===== src/rtl/arbitro_framebuffer_pkg.sv =====
// Shared video constants and types for the framebuffer arbiter and its scanout address generator.
package pkg_video;

  localparam int FB_W       = 160;
  localparam int FB_H       = 120;
  localparam int PIX_W      = 8;
  localparam int LOG2_SCALE = 2;
  localparam int FB_SIZE    = FB_W * FB_H;
  localparam int ADDR_W     = $clog2(FB_SIZE);

  typedef logic [PIX_W-1:0]  pixel_t;
  typedef logic [ADDR_W-1:0] fb_addr_t;

  typedef enum logic [1:0] {
    IDLE    = 2'd0,
    CLEAR   = 2'd1,
    WAIT_VB = 2'd2
  } estado_arbitro_t;

  localparam fb_addr_t LAST_ADDR = fb_addr_t'(FB_SIZE - 1);

  // Row-major framebuffer address; coordinates are already in framebuffer units.
  function automatic fb_addr_t fb_addr(input logic [9:0] x, input logic [9:0] y);
    return fb_addr_t'(32'(y) * 32'(FB_W) + 32'(x));
  endfunction

endpackage


===== src/rtl/arbitro_framebuffer_varredura.sv =====
// Scanout side of the arbiter: slot decode, read address, and the 2-cycle
// de/pixel pipeline that holds each framebuffer pixel for 2^LOG2_SCALE screen pixels.
module gerador_endereco_varredura
  import pkg_video::*;
(
  input  logic       clock,
  input  logic       reset,
  input  logic [9:0] sx,
  input  logic [9:0] sy,
  input  logic       de,
  input  pixel_t     mem_rdata,
  output logic       scan_slot,
  output fb_addr_t   scan_addr,
  output pixel_t     pix_color,
  output logic       pix_de
);

  logic   de_d1;
  logic   de_d2;
  logic   slot_d1;
  pixel_t pix_hold;

  assign scan_slot = de && (sx[LOG2_SCALE-1:0] == '0);
  assign scan_addr = fb_addr(sx >> LOG2_SCALE, sy >> LOG2_SCALE);

  // Read data arrives one cycle after the slot; latch it then.
  always_ff @(posedge clock) begin
    if (reset) begin
      de_d1    <= 1'b0;
      de_d2    <= 1'b0;
      slot_d1  <= 1'b0;
      pix_hold <= '0;
    end else begin
      de_d1   <= de;
      de_d2   <= de_d1;
      slot_d1 <= scan_slot;
      if (slot_d1) pix_hold <= mem_rdata;
    end
  end

  assign pix_de    = de_d2;
  assign pix_color = de_d2 ? pix_hold : '0;

endmodule


===== src/rtl/arbitro_framebuffer.sv =====
// Single-port framebuffer arbiter: scanout reads win, draw writes and the clear FSM share free slots.
// Optional CLEAR_VBLANK_SYNC_EN delays a clear until vertical blanking starts.
module arbitro_framebuffer
  import pkg_video::*;
(
  input  logic            clock,
  input  logic            reset,
  input  logic [9:0]      sx,
  input  logic [9:0]      sy,
  input  logic            de,
  output pixel_t          pix_color,
  output logic            pix_de,
  input  logic            draw_valid,
  output logic            draw_ready,
  input  logic [7:0]      draw_x,
  input  logic [6:0]      draw_y,
  input  pixel_t          draw_color,
  output logic            draw_drop,
  input  logic            clr_start,
  input  pixel_t          clr_color,
  output logic            busy,
  output logic            clr_done,
  output fb_addr_t        mem_addr,
  output logic            mem_we,
  output pixel_t          mem_wdata,
  input  pixel_t          mem_rdata,
  output estado_arbitro_t estado_dbg
);

  // Draw port: a beat transfers on a cycle where draw_valid && draw_ready;
  // draw_ready never looks at draw_valid, and an out-of-range beat is still consumed.

  estado_arbitro_t estado;
  fb_addr_t        clr_cnt;
  pixel_t          clr_color_q;
  logic            scan_slot;
  fb_addr_t        scan_addr;
  logic            draw_accept;
  logic            draw_in_range;
  logic            clear_write;

  gerador_endereco_varredura u_varredura (
    .clock     (clock),
    .reset     (reset),
    .sx        (sx),
    .sy        (sy),
    .de        (de),
    .mem_rdata (mem_rdata),
    .scan_slot (scan_slot),
    .scan_addr (scan_addr),
    .pix_color (pix_color),
    .pix_de    (pix_de)
  );

  assign draw_ready    = !reset && (estado == IDLE) && !scan_slot;
  assign draw_accept   = draw_valid && draw_ready;
  assign draw_in_range = (draw_x < 8'(FB_W)) && (draw_y < 7'(FB_H));
  assign clear_write   = !reset && (estado == CLEAR) && !scan_slot;
  assign estado_dbg    = estado;

  always_comb begin
    mem_addr  = '0;
    mem_we    = 1'b0;
    mem_wdata = '0;
    if (!reset) begin
      if (scan_slot) begin
        mem_addr = scan_addr;
      end else if (clear_write) begin
        mem_addr  = clr_cnt;
        mem_we    = 1'b1;
        mem_wdata = clr_color_q;
      end else if (draw_accept && draw_in_range) begin
        mem_addr  = fb_addr({2'b00, draw_x}, {3'b000, draw_y});
        mem_we    = 1'b1;
        mem_wdata = draw_color;
      end
    end
  end

  always_ff @(posedge clock) begin
    if (reset) begin
      estado      <= IDLE;
      clr_cnt     <= '0;
      clr_color_q <= '0;
      busy        <= 1'b0;
      clr_done    <= 1'b0;
      draw_drop   <= 1'b0;
    end else begin
      clr_done  <= 1'b0;
      draw_drop <= draw_accept && !draw_in_range;
      case (estado)
        IDLE: begin
          if (clr_start) begin
            clr_color_q <= clr_color;
            clr_cnt     <= '0;
            busy        <= 1'b1;
`ifdef CLEAR_VBLANK_SYNC_EN
            estado      <= WAIT_VB;
`else
            estado      <= CLEAR;
`endif
          end
        end
`ifdef CLEAR_VBLANK_SYNC_EN
        WAIT_VB: begin
          if (sy >= 10'(FB_H << LOG2_SCALE)) estado <= CLEAR;
        end
`endif
        CLEAR: begin
          // Scan slots stall the counter; it stops at the last address.
          if (!scan_slot) begin
            if (clr_cnt == LAST_ADDR) begin
              estado   <= IDLE;
              busy     <= 1'b0;
              clr_done <= 1'b1;
            end else begin
              clr_cnt <= clr_cnt + 1'b1;
            end
          end
        end
        default: estado <= IDLE;
      endcase
    end
  end

endmodule


===== config.mk =====
export PLATFORM = sky130hd
export DESIGN_NAME = arbitro_framebuffer
export DESIGN_NICKNAME = d
export VERILOG_FILES = /design/src/rtl/arbitro_framebuffer_pkg.sv /design/src/rtl/arbitro_framebuffer_varredura.sv /design/src/rtl/arbitro_framebuffer.sv
export SDC_FILE = /design/constraint.sdc
export NUM_CORES = 1
export LEC_CHECK = 0
export ABC_AREA = 0
export CAP_MARGIN = 40
export CORE_MARGIN = 1.5
export CORE_UTILIZATION = 25
export CTS_CLUSTER_SIZE = 12
export DETAILED_ROUTE_END_ITERATION = 12
export REMOVE_ABC_BUFFERS = 1
export SLEW_MARGIN = 20
export SYNTH_ARGS = -nofsm -noshare
export SYNTH_HDL_FRONTEND = slang
export SYNTH_HIERARCHICAL = 1
export SYNTH_SLANG_ARGS = --single-unit

===== constraint.sdc =====
create_clock -name clock -period 4.1 [get_ports clock]
set_input_delay 0.82 -clock clock [delete_from_list [all_inputs] [get_ports clock]]
set_output_delay 0.82 -clock clock [all_outputs]
set_load 0.01 [all_outputs]

# Yosys cells after proc, flatten, opt, wreduce, memory -nomap -nowiden
# Cells that the tools add are included.
op_classes:
  addsub: 3
  n_mul: 2
  magnitude_cmp: 2
  eq_ne: 6
  muxes: 26
  n_bitwise: 1
  reduce_logical: 20
op_table:
  columns: ["operator", "n"]
  rows:
  - ["$mux W15", 7]
  - ["$mux W8", 5]
  - ["$add A15 B8 Y15", 2]
  - ["$pmux W15 S2", 1]
  - ["$add A15 B1 Y15 const B", 1]
  - ["$eq A15 B15 Y1 const B", 1]
  - ["$mul A7 B3 Y10 const B", 1]
  - ["$mul A8 B3 Y10 const B", 1]
  - ["$logic_and A1 B1 Y1", 9]
  - ["$lt A8 B8 Y1 const B", 1]
  - ["$mux W1", 8]
  - ["$reduce_and A4 Y1", 2]
  - ["$lt A7 B7 Y1 const B", 1]
  - ["$mux W2", 3]
  - ["$ne A2 B2 Y1 const B", 3]
  - ["$logic_not A2 Y1", 2]
  - ["$pmux W2 S2", 1]
  - ["$logic_not A1 Y1", 3]
  - ["$reduce_and A3 Y1", 1]
  - ["$reduce_or A3 Y1", 1]
  - ["$eq A2 B1 Y1 const B", 1]
  - ["$ne A2 B1 Y1 const B", 1]
  - ["$pmux W1 S2", 1]
  - ["$reduce_and A2 Y1", 1]
  - ["2 further kinds", 2]
totals:
  regBits: 39
  input_bits: 64
  output_inout_bits: 39
  word_cells: 70

# Logic depth before layout (Yosys ltp)
logic_depth:
  ltp_word: 10
  ltp_mapped: 10
  ltp_nobuf: 10

# Modules after synthesis
# Netlist, hierarchy kept.
by_module_without_submodules:
  columns: ["mod", "instances", "cells_each", "area_per_inst_um2"]
  rows:
  - ["arbitro_framebuffer", 1, 243, 1996.9]
  - ["gerador_endereco_varredura", 1, 110, 988.4]

# Least setup slack after synthesis
# Ideal clock, no wire load.
synth_path:
  path_type: "input to output"
  start: "in sy[3]"
  end: "out mem_addr[14]"
  arrival_ps: 3009
  setup_slack_ps: 271
  cell_stages: 10
  path_buffers: 0
  cell_sequence: "ha_1 > ha_1 > fa_1 > a211oi_1 > nor2_1 > xor2_1 > nand4_2 > xnor2_1 > nor2b_1 > a311oi_1"
synth_via:
  elab_chain_cells: 4
synth_lines:
  columns: ["element", "line", "rtl"]
  rows:
  - ["start, declared", "arbitro_framebuffer.sv:9", "input logic [9:0] sy,"]
  - ["$mul A8 B3 Y10", "arbitro_framebuffer_pkg.sv:24", "return fb_addr_t'(32'(y) * 32'(FB_W) + 32'(x));"]
  - ["$add A15 B8 Y15", "arbitro_framebuffer_pkg.sv:24", null]
  - ["net scan_addr[14]", "arbitro_framebuffer.sv:37", "fb_addr_t scan_addr;"]
  - ["$mux W15", "arbitro_framebuffer.sv:66", "if (scan_slot) begin"]
  - ["$mux W15", "arbitro_framebuffer.sv:65", "if (!reset) begin"]
  - ["end, declared", "arbitro_framebuffer.sv:23", "output fb_addr_t mem_addr,"]
# The timed path passes the listed nets, and every way through them passes these cells.

# Worst setup path in the final report
layout_path:
  start: "in sy[3]"
  end: "out mem_addr[13]"
# Same word-level chain as after synthesis.

==> results.sh <==
export IMPL_status="finished, violations left"
export IMPL_violations="DRC"
export IMPL_cp_arrival_ns=3.17
export IMPL_io_buffers=99
export IMPL_grt_max_degree=40
export IMPL_finalSetupViolCount=0
export IMPL_synth_top_family_by_area="simple AND/OR/NAND/NOR gates"
export IMPL_timing_final_crit_share_pct=97.3
export IMPL_crit_required_ns=3.28
export IMPL_p_leak_uw=0.00199
export IMPL_synth_cell_type_count=55
export IMPL_synthAdderAreaFrac_pct=14.8
export IMPL_clock_path_buffers=2
export IMPL_antenna_left=0
export IMPL_cp_slowest_cell="fa_2"
export IMPL_coreArea_mm2=0.0115
export IMPL_hp_class="reg -> reg"
export IMPL_ys_seq_area_share_pct=24.8
export IMPL_globalplace_congestion=0.812
export IMPL_row_count=39
export IMPL_postCtsHoldBufs=0
export IMPL_yosys_area_share_xor_xnor_pct=10.3
export IMPL_period_needed_ns=3.99
export IMPL_synth_compound_area_share_pct=17.6
export IMPL_grt_pass1_vias=3048
export IMPL_tightest_slew_ns=0.587
export IMPL_dpl_cell_count=624
export IMPL_die_area_mm2=0.0126
export IMPL_syn_mean_instance_area_um2=8.46
export IMPL_n_fill_cell=1122
export IMPL_dieHeight_um=112
export IMPL_finClkSkew_ns=0.00869
export IMPL_yosysMostFrequentCell="nor2_1"
export IMPL_synth_top_cell_area_share_pct=24.8
export IMPL_cts_root_buf="clkbuf_16"
export IMPL_routedWlPerCell_um=14.4
export IMPL_drt_wl_total_um=9140
export IMPL_drive_above_1_share_pct=25.2
export IMPL_relSlewSlack_pct=60.9
export IMPL_place_hpwl_um=6910
export IMPL_clkTransAtPathRegs_ns=0.06
export IMPL_ys_ff_latch=37
export IMPL_drc=3
export IMPL_vias=3035
export IMPL_maxCapViolCount=0
export IMPL_setup_worst_path_end_class="primary output"
export IMPL_critPathMaxStageDelay_ns=0.40
export IMPL_worstPathCellList="buf_6 > ha_4 > ha_4 > fa_2 > buf_4 > xor2_2 > buf_4 > o2111ai_1 > inv_1 > nand3_2 > xnor2_2 > a21oi_1 > o2bb2ai_1 > buf_2"
export IMPL_power_density_mw_per_mm2=262
export IMPL_num_io_pins=103
export IMPL_clk_latency_ns=0.28
export IMPL_dieWidth_um=112
export IMPL_synth_top_cells_by_area="dfxtp_1 (25%), ha_1 (12%), nor2_1 (6.3%)"
export IMPL_synthToLayoutAreaGrowth_pct=63.3
export IMPL_cts_tree="yes"
export IMPL_regArea_um2=741
export IMPL_htreeDepth=2
export IMPL_path_class="in -> out"
export IMPL_antenna_found_initial=0
export IMPL_timing_fmax_ghz=0.251
export IMPL_synth_edff_count=0
export IMPL_synth_mux_area_share_pct=2.68
export IMPL_postSynthCellCount=353
export IMPL_gr_total_overflow=0
export IMPL_finalNonFillerCells=636
export IMPL_cp_start_kind="input pin"
export IMPL_grt_pass1_wl_um=14100
export IMPL_first_pass_iters=9
export IMPL_cts_sinks=37
export IMPL_drtIter0Drc=150
export IMPL_viasPerCell=4.77
export IMPL_yosys_area_share_simple_pct=24.5
export IMPL_multi_input_area_mm2=0.00239
export IMPL_diodes=0
export IMPL_tns_ns=0
export IMPL_synth_commonest_cells="nor2_1 (50), dfxtp_1 (37), ha_1 (29), nand2_1 (24)"
export IMPL_hold_viol_final=0
export IMPL_synth_ff_type="dfxtp_1"
export IMPL_start_util_pct=25.9
export IMPL_async_flop_share_pct=0
export IMPL_synth_top_cell_by_area="dfxtp_1"
export IMPL_syn_area_mm2=0.00299
export IMPL_yosysWarnings=6
export IMPL_cp_max_fo=2
export IMPL_layout_nets=589
export IMPL_grt_total_usage_pct=13.8
export IMPL_crit_family="adder cells"
export IMPL_crit_buf_inv=5
export IMPL_drv_slew=0
export IMPL_vdd_drop_max_v=0.000151
export IMPL_numCtsBuffers=5
==> worst register-to-register path, delay by kind of cell, from the launching register on <==
family | cells | cell delay [ns]
flops | 1 | 0.57
simple gates | 3 | 1.16
==> through the flow <==
stage               hold WS (ns)  setup slack [ns]  util [%]  total power [uW]  instance area (um2)
global route               0.468          -0.00621      42.3              1350                 4870
detailed placement         0.427            -0.802      38.4               807                 4430
global placement           0.418            -0.740      38.4               802                 4430
CTS                        0.441         -0.000528      40.6              1250                 4670
finish                     0.435             0.109      42.3              1280                 4870
floorplan                  0.414             0.172         -               584                 2870
==> flip-flops by register name (all words and copies together), names as in the netlist <==
signal                cells
u_varredura/de_d1         1
u_varredura/pix_hold      8
draw_drop                 1
clr_done                  1
clr_cnt                  15
u_varredura/pix_de        1
u_varredura/slot_d1       1
clr_color_q               8
busy                      1
==> cell families after synthesis <==
family	count (synthesis)
compound gates	70
xor+xnor	35
fa+ha+maj	33
buf+inv	32
flops	37
mux	8
other cells	1
simple gates	137
==> layout by cell type (no fill, tap or decap), types with 15 or more instances in the layout <==
cell type         n
clkdlybuf4s50_1  80
buf_4            53
nor2_1           50
dfxtp_1          37
nand2_1          24
a21oi_1          19
xnor2_1          18
ha_1             15
==> where the power goes <==
part	switching [uW]	total, uW	internal, uW
clock	151	412	261
sequential	8.29	377	369
combinational	214	490	275
total	374	1280	905
==> repair_timing <==
action | 4_1_cts | 5_1_grt
endpoints found under the setup margin | 6 | 14
hold endpoints to repair | 0 | 0
resized for setup | 44 | 44
pin swaps | 21 | 23
setup buffers | 2 | 2
==> area by class of cell <==
cell class | instances | share of cell area (%)
Multi-Input combinational cell | 284 | 49.0
Clock inverter | 1 | 0.180
Timing Repair Buffer | 153 | 28.0
Sequential cell | 37 | 15.2
Clock buffer | 7 | 3.13
Inverter | 11 | 0.847
Tap cell | 143 | 3.67
==> metal layers <==
| layer | global-route usage (%) | share of wire [%] |
|---|---|---|
| met1 | 15.9 | 42 |
| met2 | 26.7 | 55 |
| met3 | 2.81 | 3.2 |
| met4 | 1.69 | 0.22 |
| met5 | 0 | 0 |
==> path summary, 6_finish.rpt <==
path,start,end,slack [ns],depth (start not counted)
worst max-delay path,sy[3],mem_addr[13],0.11,14
worst min-delay path,u_varredura/de_d1,u_varredura/pix_de,0.44,1
worst min register to register,u_varredura/de_d1,u_varredura/pix_de,0.44,1
worst max register to register,busy,clr_cnt[10],2.29,3
Note: power is estimated with default switching activity, not from simulation.
